**config.mk**
```make
export PLATFORM = sky130hd
export DESIGN_NAME = inv_perm_table_flat
export DESIGN_NICKNAME = d
export VERILOG_FILES = /design/src/rtl/inv_perm_table_pkg.sv /design/src/rtl/inv_perm_table_if.sv /design/src/rtl/inv_perm_ram.sv /design/src/rtl/inv_perm_table.sv /design/src/flat_wrapper.sv
export SDC_FILE = /design/constraint.sdc
export NUM_CORES = 2
export LEC_CHECK = 0
export BUFFER_PORTS_ARGS = -buffer_cell sky130_fd_sc_hd__buf_2
export CAP_MARGIN = 20
export CORE_ASPECT_RATIO = 2
export CORE_MARGIN = 5
export CORE_UTILIZATION = 30
export CTS_CLUSTER_SIZE = 12
export DETAILED_ROUTE_END_ITERATION = 6
export PLACE_DENSITY = 0.52
export SLEW_MARGIN = 40
export SYNTH_ARGS = -nofsm -noshare
export SYNTH_HDL_FRONTEND = slang
export SYNTH_SLANG_ARGS = --single-unit
export TNS_END_PERCENT = 100
```
**constraint.sdc**
```tcl
create_clock -name clk -period 11.3 [get_ports clk]
set_input_delay 2.26 -clock clk [delete_from_list [all_inputs] [get_ports clk]]
set_output_delay 2.26 -clock clk [all_outputs]
set_load 0.03 [all_outputs]
```
**src/rtl/inv_perm_table_pkg.sv**
```systemverilog
// Shared definitions for the inverse-permutation table and its neighbours:
// symbol width, table depth, symbol type and the load/serve state encoding.
package inv_perm_table_pkg;

    localparam int SYM_W  = 8;
    localparam int SYM_N  = 1 << SYM_W;
    localparam int SYM_CW = SYM_W + 1;

    typedef logic [SYM_W-1:0] sym_t;

    typedef enum logic {
        ST_LOAD  = 1'b0,
        ST_READY = 1'b1
    } ipt_state_e;

endpackage

```
**src/rtl/inv_perm_table_if.sv**
```systemverilog
// Load and lookup bundle of the inverse-permutation table.
// master: permutation source / decrypt datapath; slave: the table.
interface inv_perm_table_if
    import inv_perm_table_pkg::*;
#(
    parameter int W = SYM_W
);

    logic         load_valid;
    logic [W-1:0] load_data;
    logic         load_ready;
    logic         dup_err;
    logic         table_ready;
    logic         lk_valid;
    logic [W-1:0] lk_data;
    logic         res_valid;
    logic [W-1:0] res_data;

    modport master (
        output load_valid,
        output load_data,
        input  load_ready,
        input  dup_err,
        input  table_ready,
        output lk_valid,
        output lk_data,
        input  res_valid,
        input  res_data
    );

    modport slave (
        input  load_valid,
        input  load_data,
        output load_ready,
        output dup_err,
        output table_ready,
        input  lk_valid,
        input  lk_data,
        output res_valid,
        output res_data
    );

endinterface

```
**src/rtl/inv_perm_ram.sv**
```systemverilog
// Simple dual-port N x W RAM, one write port and one synchronous read port.
// Ports: clk; i_we/i_waddr/i_wdata write; i_re/i_raddr read, o_rdata holds.
module inv_perm_ram #(
    parameter int W = 8,
    parameter int N = 256
) (
    input  logic         clk,
    input  logic         i_we,
    input  logic [W-1:0] i_waddr,
    input  logic [W-1:0] i_wdata,
    input  logic         i_re,
    input  logic [W-1:0] i_raddr,
    output logic [W-1:0] o_rdata
);

    logic [W-1:0] r_mem [N];
    logic [W-1:0] r_rdata;

    always_ff @(posedge clk) begin
        if (i_we) begin
            r_mem[i_waddr] <= i_wdata;
        end
        if (i_re) begin
            r_rdata <= r_mem[i_raddr];
        end
    end

    assign o_rdata = r_rdata;

endmodule

```
**src/rtl/inv_perm_table.sv**
```systemverilog
// Builds Pinv[v] = k from a stream of unique forward-permutation values,
// then serves 1-cycle lookups. Ports: clk, rst (async), clr (sync), bus.
module inv_perm_table
    import inv_perm_table_pkg::*;
#(
    parameter int W  = SYM_W,
    parameter int CW = W + 1
) (
    input  logic              clk,
    input  logic              rst,
    input  logic              clr,
    inv_perm_table_if.slave   bus
);

    localparam int N = 1 << W;

    ipt_state_e    r_state;
    ipt_state_e    w_state_nxt;
    logic [N-1:0]  r_written;
    logic [CW-1:0] r_cnt;
    logic          r_dup;
    logic          r_res_valid;
    logic          r_res_zero;

    logic          w_load_ready;
    logic          w_table_ready;
    logic          w_xfer;
    logic          w_hit;
    logic          w_wr_en;
    logic          w_rd_en;
    logic          w_last;
    logic [W-1:0]  w_ram_q;

    assign w_xfer  = bus.load_valid && w_load_ready;
    assign w_hit   = r_written[bus.load_data];
    assign w_wr_en = w_xfer && !w_hit && !clr;
    assign w_last  = (r_cnt == CW'(N - 1));
    assign w_rd_en = bus.lk_valid && w_table_ready && !clr;

    always_comb begin
        w_state_nxt   = r_state;
        w_load_ready  = 1'b0;
        w_table_ready = 1'b0;
        unique case (r_state)
            ST_LOAD: begin
                w_load_ready = 1'b1;
                if (w_wr_en && w_last) begin
                    w_state_nxt = ST_READY;
                end
            end
            ST_READY: begin
                w_table_ready = 1'b1;
            end
            default: begin
                w_state_nxt = ST_LOAD;
            end
        endcase
        if (clr) begin
            w_state_nxt = ST_LOAD;
        end
    end

    always_ff @(posedge clk or posedge rst) begin
        if (rst) begin
            r_state <= ST_LOAD;
        end else begin
            r_state <= w_state_nxt;
        end
    end

    // cnt saturates at N because no writes happen once READY.
    always_ff @(posedge clk or posedge rst) begin
        if (rst) begin
            r_cnt     <= '0;
            r_written <= '0;
            r_dup     <= 1'b0;
        end else if (clr) begin
            r_cnt     <= '0;
            r_written <= '0;
            r_dup     <= 1'b0;
        end else begin
            r_dup <= w_xfer && w_hit;
            if (w_wr_en) begin
                r_cnt                     <= r_cnt + 1'b1;
                r_written[bus.load_data] <= 1'b1;
            end
        end
    end

    // The RAM read register has no reset, so res_data is forced to zero
    // until the first lookup after a reset or clear.
    always_ff @(posedge clk or posedge rst) begin
        if (rst) begin
            r_res_valid <= 1'b0;
            r_res_zero  <= 1'b1;
        end else if (clr) begin
            r_res_valid <= 1'b0;
            r_res_zero  <= 1'b1;
        end else begin
            r_res_valid <= w_rd_en;
            if (w_rd_en) begin
                r_res_zero <= 1'b0;
            end
        end
    end

    inv_perm_ram #(
        .W (W),
        .N (N)
    ) u_ram (
        .clk     (clk),
        .i_we    (w_wr_en),
        .i_waddr (bus.load_data),
        .i_wdata (r_cnt[W-1:0]),
        .i_re    (w_rd_en),
        .i_raddr (bus.lk_data),
        .o_rdata (w_ram_q)
    );

    assign bus.load_ready  = w_load_ready;
    assign bus.table_ready = w_table_ready;
    assign bus.dup_err     = r_dup;
    assign bus.res_valid   = r_res_valid;
    assign bus.res_data    = r_res_zero ? '0 : w_ram_q;

endmodule
```
**src/flat_wrapper.sv**
```systemverilog
// flat-port wrapper written by rule: the top's interface ports become plain ports
module inv_perm_table_flat import inv_perm_table_pkg::*;
#(
    parameter int W  = SYM_W,
    parameter int CW = W + 1
)
  (clk, rst, clr, bus_load_valid, bus_load_data, bus_load_ready, bus_dup_err, bus_table_ready, bus_lk_valid, bus_lk_data, bus_res_valid, bus_res_data);
  inv_perm_table_if #(.W(W)) bus_i ();
  input  logic clk;
  input  logic rst;
  input  logic clr;
  input wire logic [$bits(bus_i.load_valid)-1:0] bus_load_valid;
  input wire logic [$bits(bus_i.load_data)-1:0] bus_load_data;
  output wire logic [$bits(bus_i.load_ready)-1:0] bus_load_ready;
  output wire logic [$bits(bus_i.dup_err)-1:0] bus_dup_err;
  output wire logic [$bits(bus_i.table_ready)-1:0] bus_table_ready;
  input wire logic [$bits(bus_i.lk_valid)-1:0] bus_lk_valid;
  input wire logic [$bits(bus_i.lk_data)-1:0] bus_lk_data;
  output wire logic [$bits(bus_i.res_valid)-1:0] bus_res_valid;
  output wire logic [$bits(bus_i.res_data)-1:0] bus_res_data;
  assign bus_i.load_valid = bus_load_valid;
  assign bus_i.load_data = bus_load_data;
  assign bus_load_ready = bus_i.load_ready;
  assign bus_dup_err = bus_i.dup_err;
  assign bus_table_ready = bus_i.table_ready;
  assign bus_i.lk_valid = bus_lk_valid;
  assign bus_i.lk_data = bus_lk_data;
  assign bus_res_valid = bus_i.res_valid;
  assign bus_res_data = bus_i.res_data;
  inv_perm_table #(.W(W), .CW(CW)) u_core (.clk(clk), .rst(rst), .clr(clr), .bus(bus_i));
endmodule
```
==> run metrics <==
reg-to-reg endpoint u_core.u_ram.r_mem[240][6]; Crit path required time 11.84 ns; root buf cell clkbuf_16; final worst-path cycle share 67.4%; total CTS buffers 223; crit start category input port; CP Capture Type register; Die X 409 um; R2R Setup Slk 5.88 ns; post-synthesis sequential area ratio 71.8%; maxcap violations 0; CP max stage cell nor4_1; Finished Cell Area 109,000 sq um; Final setup viols 0; mapped cell area 95,300 sq um; met2 WL 156,000 um; Pwr Density 154 nW/um^2; Final min period 7.62 ns; post-synthesis register bit count 2,325; post-DP HPWL 169,000 um; Die H 807 um; simple-gate share of the synthesized area 3.99%; most frequent cell after synthesis edfxtp_1; GR Overflow Total 0; CP peak stage delay 0.74 ns; via count 46,400; routed wl met3 8670 um; Worst Hold End u_core.r_written[106]; drt first pass iters 5; worst-path cell chain buf_4 -> buf_4 -> mux4_2 -> a22oi_1 -> a21boi_0 -> a2111oi_2 -> o2111a_1 -> o21ai_4 -> buf_12 -> buf_16 -> buf_4 -> buf_6 -> nor4_1 -> buf_4; hold wc startpoint u_core.r_written[106]; H-tree depth 4; Multi-input gate area 26,500 sq um; Placed Instance Area 103,000 sq um; CORE AREA 316,000 sq um; Sequential Power Share 55.4%; vias in the first global route 49,400; Routed wire per std cell 30.9 um; drt via density 5.27; Placer Congestion 0.777; Iter 0 DRT Violations 3,907; Fin Setup TNS 0 ns; setup repair bufs after CTS 0; Reg clk slew, reported paths 0.06 ns; XOR/XNOR Fraction of Synth Area 0%; Clock Latency Late Sink 0.90 ns; dpl ws 2.75 ns; Filler cells 29,200; Slew Limit Fails 0; Post-synth EDFFs 2,056; Gate Count Post-Synth 4,474; Synth area leaders edfxtp_1 (65%), mux4_2 (17%), dfrtp_1 (7.0%); register area 68,500 sq um; post-synthesis compound-gate area fraction 4.36%; worst slew pin tran 1.02 ns; RSZ-0062 raised after global routing no; port bufs 32; CTS Hold Buffers Added 0; clk sinks 2,325; initial antenna violation count 14; largest area contributor in the netlist edfxtp_1; Routed Antenna Nets 0; Top Layer Used met5; final hold vios 0; IO Count 33; Worst Path Max Fanout 67; Clock Skew 0.123 ns; clk buf depth 4; Slew HR 31.9%; combinational share of power 4.6%; Critical Path AT 8.16 ns; Peak Freq 131 MHz; internal power 13.1 mW; Clk network pwr share 40.0%; row count 292; global-route wire length before repair 388,000 um; Layout area overhead 14.6%; syn_nets 4,497; Cells on Worst Hold Path 2; top post-synthesis cells by count edfxtp_1 (2,056), mux4_2 (737), clkbuf_1 (291); Psw 3.69 mW; initial core utilization 30.1%; mean area per synthesized cell 21.3 sq um; GRT Total Usage 16.1%; top cell type's share of synthesized area 64.8%; Yosys cell types 51; Setup CP Type input port to register; largest family of logic cells by synthesized area multiplexers; DRT met1 WL 98,400 um; Post-route DRC 0; TritonCTS clock tree built; setup slack after layout 3.68 ns; asr flop ratio synth 11.6%; R2R Path Start u_core.r_written[140]; Sw Share 22.0%; run status completed; Most used DFF post-synth edfxtp_1; Post-CTS Resized 0; most frequent CP cell buf_4; Pleak 37.3 nW; post-synthesis mux area share 17.8%; HP Class register to register; fin nets 4,621; largest net degree at the start of global routing 164; maximum VDD drop 0.000120 V; Die ar. 330,000 sq um; Synth Warn # 0; post-synthesis adder-cell area fraction 0.0263%; fin util 34.5%; fraction of layout cells with a size suffix above 1 35.4%; worst reg2reg path depth 12; Routed WL 272,000 um
-- registers in the layout, indices dropped and copies added, names as in the netlist --
name                  count
u_core.r_state            1
u_core.r_cnt              9
u_core.u_ram.o_rdata      8
u_core.bus.res_valid      1
u_core.u_ram.r_mem     2048
u_core.bus.dup_err        1
u_core.r_res_zero         1
u_core.r_written        256
-- layer usage --
| metal | up-vias | track usage, % |
|---|---|---|
| met1 | 25700 | 18.0 |
| met2 | 1074 | 32.0 |
| met4 | 6 | 5.03 |
| li1 | 19200 | - |
| met3 | 384 | 1.60 |
| met5 | - | 0 |
-- placed cells by master (no fill, tap or decap), drive strengths merged, types with 2 or more instances in the layout --
cell / instances
a21boi: 2
nor3: 2
and3: 5
mux2i: 22
edfxtp: 2056
o211ai: 3
nand4: 6
nor4: 257
a21oi: 8
a31oi: 4
nand2b: 251
mux4: 737
buf: 323
clkinv: 6
inv: 12
nand2: 43
and2: 3
o21ai: 4
clkbuf: 293
nor2b: 29
diode: 9
nor2: 32
o41ai: 245
o22ai: 4
mux2: 10
a2bb2oi: 2
a2111oi: 2
ha: 2
dfrtp: 268
nand3: 13
a22oi: 10
a41oi: 11
-- kinds of logic (layout without fill, tap and decap cells) --
family | after synthesis | in the layout
other | 0 | 9
buffers and inverters | 429 | 635
AOI/OAI and AO/OA | 308 | 308
DFF | 2325 | 2325
muxes | 769 | 769
adders and majority gates | 2 | 2
and+or+nand+nor | 641 | 641
-- through the flow --
step	total power, mW	cells	hold slack, ns
5_1_grt	17.3	8797	0.500
6_report	16.8	8805	0.484
4_1_cts	17.0	8782	0.486
3_5_place_dp	10.2	8475	0.467
3_3_place_gp	10.2	8468	0.459
2_1_floorplan	9.95	4474	0.445
-- power groups by stage --
stage                     sequential [mW]  combinational, mW  clock [mW]
after CTS                            9.30              0.756        6.91
after global routing                 9.29              0.805        7.19
final                                9.29              0.770        6.72
after floorplan                      9.50              0.450           0
after detailed placement             9.48              0.756           0
after global placement               9.48              0.724           0
-- critical path, delay by kind of cell --
family / cells / cell delay [ns]
mux: 1 / 0.56
buf+inv: 7 / 2.62
simple gates: 1 / 0.74
compound gates: 5 / 1.78
-- how the worst max path moves through the flow --
stage | start | to | slack, ns | cells past startpoint
floorplan | rst | u_core.bus.dup_err | 1.63 | 1
CTS | bus_load_data[0] | u_core.u_ram.r_mem[208][0] | 3.64 | 13
detailed placement | bus_load_data[0] | u_core.u_ram.r_mem[208][0] | 2.75 | 13
global route | bus_load_data[0] | u_core.u_ram.r_mem[240][3] | 3.43 | 14
global placement | bus_load_data[0] | u_core.u_ram.r_mem[208][0] | 2.87 | 13
finish | bus_load_data[0] | u_core.u_ram.r_mem[240][6] | 3.68 | 14
-- layout make-up --
| class | count | area share [%] |
|---|---|---|
| Clock buffer | 293 | 5.39 |
| Antenna cell | 9 | 0.0206 |
| Timing Repair Buffer | 323 | 2.78 |
| Tap cell | 4116 | 4.71 |
| Clock inverter | 14 | 0.119 |
| Multi-Input combinational cell | 1720 | 24.2 |
| Inverter | 5 | 0.0286 |
| Sequential cell | 2325 | 62.7 |
Power figures use the tool's default switching activity.
